### src/rtl/vec_mem_stage.sv
// Vector memory-stage sequencer: scatters 8-lane stores and gathers 8-lane loads
// through a single-port data memory, one lane per cycle, then presents a result bundle.
module vec_mem_stage #(
  parameter int N = 20,
  parameter int A = 10
) (
  input  logic                clk,
  input  logic                reset,
  input  logic                in_valid,
  input  logic [7:0][N-1:0]   ALUResult,
  input  logic [7:0][N-1:0]   writeData,
  input  logic [3:0]          WA3,
  input  logic                RegWrite,
  input  logic                MemtoReg,
  input  logic                MemWrite,
  output logic                ready,
  output logic [A-1:0]        mem_addr,
  output logic [N-1:0]        mem_wdata,
  output logic                mem_we,
  output logic                mem_re,
  input  logic [N-1:0]        mem_rdata,
  output logic                out_valid,
  output logic [7:0][N-1:0]   ALUResultO,
  output logic [7:0][N-1:0]   ReadDataO,
  output logic [3:0]          WA3O,
  output logic                RegWriteO,
  output logic                MemtoRegO
);

  typedef enum logic [2:0] {IDLE, STORE, LOAD, LDRAIN, DONE} state_t;

  state_t            state_q, state_d;
  logic [2:0]        lane_q, lane_d;
  logic [7:0][N-1:0] aluRes_q, aluRes_d;
  logic [7:0][N-1:0] wdata_q, wdata_d;
  logic [7:0][N-1:0] readData_q, readData_d;
  logic [3:0]        wa3_q, wa3_d;
  logic              regWrite_q, regWrite_d;
  logic              memtoReg_q, memtoReg_d;
  logic              outValid_q, outValid_d;
  logic [A-1:0]      memAddr_q, memAddr_d;
  logic [N-1:0]      memWdata_q, memWdata_d;
  logic              accept;
  logic [A-1:0]      laneAddr;

  always_comb begin
    state_d    = state_q;
    lane_d     = lane_q;
    aluRes_d   = aluRes_q;
    wdata_d    = wdata_q;
    readData_d = readData_q;
    wa3_d      = wa3_q;
    regWrite_d = regWrite_q;
    memtoReg_d = memtoReg_q;
    outValid_d = 1'b0;
    memAddr_d  = memAddr_q;
    memWdata_d = memWdata_q;
    ready      = (state_q == IDLE);
    accept     = in_valid && (state_q == IDLE);
    laneAddr   = aluRes_q[lane_q][A-1:0];
    mem_we     = 1'b0;
    mem_re     = 1'b0;
    mem_addr   = memAddr_q;
    mem_wdata  = memWdata_q;

    unique case (state_q)
      IDLE: begin
        if (accept) begin
          aluRes_d   = ALUResult;
          wdata_d    = writeData;
          wa3_d      = WA3;
          regWrite_d = RegWrite;
          memtoReg_d = MemtoReg;
          lane_d     = 3'd0;
          if (MemWrite) begin
            state_d    = STORE;
            readData_d = '0;
          end else if (MemtoReg) begin
            state_d = LOAD;
          end else begin
            outValid_d = 1'b1;
            readData_d = '0;
          end
        end
      end
      STORE: begin
        mem_we     = 1'b1;
        mem_addr   = laneAddr;
        mem_wdata  = wdata_q[lane_q];
        memAddr_d  = laneAddr;
        memWdata_d = wdata_q[lane_q];
        lane_d     = lane_q + 3'd1;
        if (lane_q == 3'd7) begin
          state_d    = DONE;
          outValid_d = 1'b1;
        end
      end
      LOAD: begin
        mem_re    = 1'b1;
        mem_addr  = laneAddr;
        memAddr_d = laneAddr;
        lane_d    = lane_q + 3'd1;
        // Read data trails the strobe by one cycle, so this cycle returns the previous lane.
        if (lane_q != 3'd0) readData_d[lane_q - 3'd1] = mem_rdata;
        if (lane_q == 3'd7) state_d = LDRAIN;
      end
      LDRAIN: begin
        readData_d[7] = mem_rdata;
        state_d       = DONE;
        outValid_d    = 1'b1;
      end
      DONE: state_d = IDLE;
      default: state_d = IDLE;
    endcase
  end

  always_ff @(posedge clk) begin
    if (!reset) begin
      state_q    <= IDLE;
      lane_q     <= 3'd0;
      aluRes_q   <= '0;
      wdata_q    <= '0;
      readData_q <= '0;
      wa3_q      <= 4'd0;
      regWrite_q <= 1'b0;
      memtoReg_q <= 1'b0;
      outValid_q <= 1'b0;
      memAddr_q  <= '0;
      memWdata_q <= '0;
    end else begin
      state_q    <= state_d;
      lane_q     <= lane_d;
      aluRes_q   <= aluRes_d;
      wdata_q    <= wdata_d;
      readData_q <= readData_d;
      wa3_q      <= wa3_d;
      regWrite_q <= regWrite_d;
      memtoReg_q <= memtoReg_d;
      outValid_q <= outValid_d;
      memAddr_q  <= memAddr_d;
      memWdata_q <= memWdata_d;
    end
  end

  assign out_valid  = outValid_q;
  assign ALUResultO = aluRes_q;
  assign ReadDataO  = readData_q;
  assign WA3O       = wa3_q;
  assign RegWriteO  = regWrite_q;
  assign MemtoRegO  = memtoReg_q;

endmodule
### config.mk
export PLATFORM = sky130hd
export DESIGN_NAME = vec_mem_stage
export DESIGN_NICKNAME = d
export VERILOG_FILES = /design/src/rtl/vec_mem_stage.sv
export SDC_FILE = /design/constraint.sdc
export NUM_CORES = 1
export LEC_CHECK = 0
export ABC_AREA = 0
export BUFFER_PORTS_ARGS = -buffer_cell sky130_fd_sc_hd__buf_2
export CORE_AREA = 2 2 276 278
export CTS_BUF_LIST = sky130_fd_sc_hd__clkbuf_8
export DETAILED_ROUTE_END_ITERATION = 10
export DIE_AREA = 0 0 278 280
export GPL_TIMING_DRIVEN = 0
export HOLD_SLACK_MARGIN = 0.15
export SLEW_MARGIN = 20
export SYNTH_ARGS = -nofsm -noshare
export SYNTH_HDL_FRONTEND = slang
export SYNTH_SLANG_ARGS = --single-unit
export TNS_END_PERCENT = 1
### constraint.sdc
create_clock -name clk -period 3.9 [get_ports clk]
set_clock_uncertainty 0.2 [all_clocks]
set_input_delay 0.195 -clock clk [delete_from_list [all_inputs] [get_ports clk]]
set_output_delay 0.195 -clock clk [all_outputs]
set_load 0.02 [all_outputs]
==> reports/results.txt <==
Including well taps, the total number of placed cells is 3863. The launch instance of the worst register-to-register path was lane_q[1]. The depth of the worst register-to-register path was 10. The first global-routing pass estimated 153000 um of wire.

In this run the worst path has a maximum fanout of 10. The synthesized netlist devotes 0.255% of its cell area to adder and majority cells. The XOR/XNOR share of the synthesized area is 0.134%. The average cell area after synthesis was 9.00 um^2; the final standard cell area without fillers was 0.0333 mm^2.

Max-cap violations in this run came to 0. Count of nets after finishing: 4026. Summing the sequential cell areas from Yosys gives 53.4% of the chip area. Traced cell by cell, the critical path runs through buf_2 -> buf_4 -> clkdlybuf4s15_2 -> inv_1 -> ha_1 -> nor3b_1 -> nor2_1 -> clkbuf_1 -> nor2_1 -> a22o_1. The critical path capture point type was a flip-flop.

Across all hold checks on the routed design, the worst slack comes to 0.205 ns. The type of origin of the critical path is a flip-flop. End point of the most critical hold path: ReadDataO[143].

The power after layout came out at 14.6 mW. Number of antenna violations at the first check in global routing: 15. Measured on the finished design, the core utilization comes to 44.2%. The worst endpoint data arrival time was 4.02 ns; the number of unique standard cell types used by synthesis was 39.

The floorplan step set the die width to 278 um. In this run the count of I/O pins placed on the die edge is 710. The number of buffers and inverters on the critical path is 5.

The H-tree generated during clock tree synthesis spans 3 levels. The clock tree root driver cell is sky130_fd_sc_hd__clkbuf_8. Setup repair after global routing left no endpoint under its margin. The maximum number of pins on one net before global-route repair is 15, and the combined area of the multi-input logic cells is 0.00827 mm^2. Setup violations remaining at the end of the flow were counted as 0. The final critical delay including setup and external delays works out to 3.68 ns. The final routed wirelength across all metal layers was 107000 um.

Grouping stages by cell kind, the critical path spends the most delay in buffers and inverters. The leakage power figure is 14.6 nW, and the number of setup buffers added after CTS is 0. The non-filler instance count after layout came out at 4726. The placed instances occupy a cell area of 0.0244 mm^2. The run finished with clean final reports. The weighted congestion at the end of routability-driven global placement was 0.896; the final critical-path setup slack was 0.220 ns.

In the global route stage, overall resource usage came out at 26.4%. The floorplan has 101 rows. VDD sags by at most 0.000298 V. For the max-slew violation count, the log shows 0.

The fraction of final layout cells sized beyond drive strength 1 was 26.7%. Startpoint of the tightest hold check path: mem_rdata[3]. The run gives 0.70 ns as the clock insertion delay at the later pin of the skew report. The worst pin sits at a relative slew slack of 32.2%.

For this design, the slowest cell found on the critical path is sky130_fd_sc_hd__clkdlybuf4s15_2. CTS saw 523 sinks. Die height: 280 um. The Yosys warning count came out at 0. After detailed routing, the number of vias per cell comes to 4.93. After synthesis the netlist holds a flip-flop and latch count of 523. After synthesis, the share of cell area in mux cells is 7.41%. The tools report the internal reg-to-reg setup slack as 0.22 ns. The final cycle utilization of the critical path came out at 94.4%. The run gives 2176 as the number of cells produced by synthesis. For this block, the initial DRC count from the detailed router was 1588.

The stage delay of the slowest cell on the critical path is 0.49 ns. The synthesized netlist devotes 18.1% of its cell area to compound gates. The logs give 23800 for the number of global-route vias before repair and 23300 for the via count.

TritonCTS built the clock tree. For this run the aggregate overflow at the end of global routing stands at 0. The count of fill cells added during filler insertion came out at 7082. Once detail routing completed, the nets flagged for antenna violations numbered 0. Largest family of logic cells by synthesized area: compound AO/OA/AOI/OAI gates. Port buffering added 709 buffers. The endpoint identified for the worst register-to-register timing path is ReadDataO[104]. At the pin with the least slew margin, the transition time is 1.02 ns. The run gives 3 as the clock tree buffer depth. The run gives 0.0105 mm^2 as the area taken by flip-flops and latches. The tools report the hold violation count in the final report as 0. After synthesis the cells add up to 0.0196 mm^2.

The total die area came out at 0.0778 mm^2. The number of nets handed over by synthesis was 2530. The layout-stage area growth over the synthesis result is 69.9%, and the placeable core area is 0.0752 mm^2. In this run the worst hold path is classified as in2reg.

The critical path is of the reg2reg type. The pre-CTS setup slack was -0.175 ns; the total half-perimeter wirelength after legalization and detailed placement was 72900 um. The endpoint required time on the critical path was 4.24 ns.

For the number of remaining DRC errors, the log shows 0. Along the worst hold path, the cell count comes to 3. Clock-pin slew of the registers on the worst-case setup and hold paths: 0.07 ns. The most numerous cell type found on the critical path is sky130_fd_sc_hd__nor2_1.

Buffers inserted during clock tree synthesis total 88. Based on the critical path, the design can be clocked at up to 272 MHz. Before antenna repair, the detailed router went through 5 iterations. After detailed routing, the average wire length per cell comes to 22.7 um.

For this configuration, the core starts out at a cell density of 26.1%. The run gives 0 ns as the total negative slack for setup checks. The synthesized-area fraction occupied by and/or/nand/nor cells works out to 16.3%. Dividing total power by cell area gives a power density of 438 mW/mm^2.
placed cells by master, fill, tap and decap left out, drive strengths merged, types with 4 or more instances in the layout:
cell,Yosys,routed
a211oi,20,20
a21oi,348,348
a22o,80,80
a31oi,9,9
buf,93,801
bufinv,0,4
clkbuf,87,198
clkinv,1,14
dfxtp,523,523
diode,0,9
dlygate4sd3,0,697
ha,4,4
inv,7,35
mux2i,10,10
mux4,60,60
nand2,679,679
nor2,82,82
nor2b,24,24
nor3,24,24
o21ai,20,20
o2bb2ai,80,80
cells in the mapped netlist:
library cell / number / area, um^2
sky130_fd_sc_hd__a211oi_1: 20 / 150
sky130_fd_sc_hd__a21o_1: 3 / 22.5
sky130_fd_sc_hd__a21oi_1: 348 / 1740
sky130_fd_sc_hd__a22o_1: 80 / 701
sky130_fd_sc_hd__a22oi_1: 2 / 15.0
sky130_fd_sc_hd__a311oi_1: 1 / 8.76
sky130_fd_sc_hd__a31oi_1: 9 / 56.3
sky130_fd_sc_hd__and2_1: 2 / 12.5
sky130_fd_sc_hd__buf_1: 2 / 7.51
sky130_fd_sc_hd__buf_2: 80 / 400
sky130_fd_sc_hd__buf_4: 10 / 75.1
sky130_fd_sc_hd__buf_6: 1 / 11.3
sky130_fd_sc_hd__clkbuf_1: 87 / 327
sky130_fd_sc_hd__clkinv_1: 1 / 3.75
sky130_fd_sc_hd__dfxtp_1: 523 / 10500
sky130_fd_sc_hd__ha_1: 4 / 50.1
sky130_fd_sc_hd__inv_1: 6 / 22.5
sky130_fd_sc_hd__inv_2: 1 / 3.75
sky130_fd_sc_hd__mux2i_1: 10 / 100
sky130_fd_sc_hd__mux4_2: 60 / 1350
sky130_fd_sc_hd__nand2_1: 679 / 2550
sky130_fd_sc_hd__nand2b_1: 3 / 18.8
sky130_fd_sc_hd__nand3_1: 2 / 10.0
sky130_fd_sc_hd__nor2_1: 82 / 308
sky130_fd_sc_hd__nor2b_1: 24 / 150
sky130_fd_sc_hd__nor3_1: 23 / 115
sky130_fd_sc_hd__nor3_2: 1 / 10.0
sky130_fd_sc_hd__nor3b_1: 1 / 7.51
sky130_fd_sc_hd__nor4_1: 2 / 12.5
sky130_fd_sc_hd__o21a_1: 1 / 7.51
sky130_fd_sc_hd__o21ai_0: 18 / 90.1
sky130_fd_sc_hd__o21ai_1: 2 / 10.0
sky130_fd_sc_hd__o2bb2ai_1: 80 / 701
sky130_fd_sc_hd__o311a_1: 1 / 10.0
sky130_fd_sc_hd__o31ai_1: 1 / 7.51
sky130_fd_sc_hd__o41ai_1: 2 / 17.5
sky130_fd_sc_hd__or3b_1: 1 / 8.76
sky130_fd_sc_hd__xnor2_1: 2 / 17.5
sky130_fd_sc_hd__xor2_1: 1 / 8.76
logic make-up after synthesis:
| kind of cell | after synthesis |
|---|---|
| flops | 523 |
| compound gates | 568 |
| buf+inv | 188 |
| xor+xnor | 3 |
| simple gates | 820 |
| mux | 70 |
| fa+ha+maj | 4 |
sequential cells by signal, summed over array words and instances (netlist names):
| register | cells |
|---|---|
| MemtoRegO | 1 |
| state_q | 3 |
| memWdata_q | 20 |
| ReadDataO | 160 |
| WA3O | 4 |
| RegWriteO | 1 |
| memAddr_q | 10 |
| out_valid | 1 |
| ALUResultO | 160 |
| lane_q | 3 |
| wdata_q | 160 |
tightest hold or removal path, cell delays in order:
cell and delay [ns]:
sky130_fd_sc_hd__dlygate4sd3_1 0.57, sky130_fd_sc_hd__buf_2 0.14, sky130_fd_sc_hd__a22o_1 0.12
worst max path at each step:
stage | endpoint | from | slack, ns | depth (start not counted)
after detailed placement | ReadDataO[124] | lane_q[1] | -0.17 | 10
after global placement | ReadDataO[104] | lane_q[1] | -0.15 | 10
after CTS | mem_wdata[0] | lane_q[0] | 0.04 | 6
after global routing | mem_addr[2] | lane_q[1] | 0.03 | 7
after floorplan | ReadDataO[140] | lane_q[1] | 1.30 | 10
final | ReadDataO[104] | lane_q[1] | 0.22 | 10
power by group:
group,internal [mW],switching [mW]
sequential,5.69,0.254
combinational,1.32,2.00
clock,2.86,2.45
total,9.87,4.70
metal layers:
layer  routed length, um  track usage, %  share of wire, %  up-vias
met5                  27               0             0.025        -
met4                7160            16.3               6.7        4
met3                8570            6.20               8.0      417
met2               51400            45.7                48     1377
met1               39900            29.4                37    11000
li1                    -               -                 -    10500
area by class of cell:
cell class / instances / area share [%]
sequential: 523 / 31.5
buffer: 180 / 2.52
tap: 978 / 3.68
clock buffer: 111 / 4.59
antenna: 9 / 0.0677
multi-input combinational: 1465 / 24.9
timing repair buffer: 1406 / 31.6
inverter: 8 / 0.0903
clock inverter: 46 / 1.09
what timing repair did:
item | in CTS | in global routing
setup endpoints to repair | 78 | 5
gates cloned | 0 | 0
endpoints found under the hold margin | 502 | 0
hold buffers | 697 | 0
resized for setup | 6 | 1
Power figures use the tool's default switching activity.
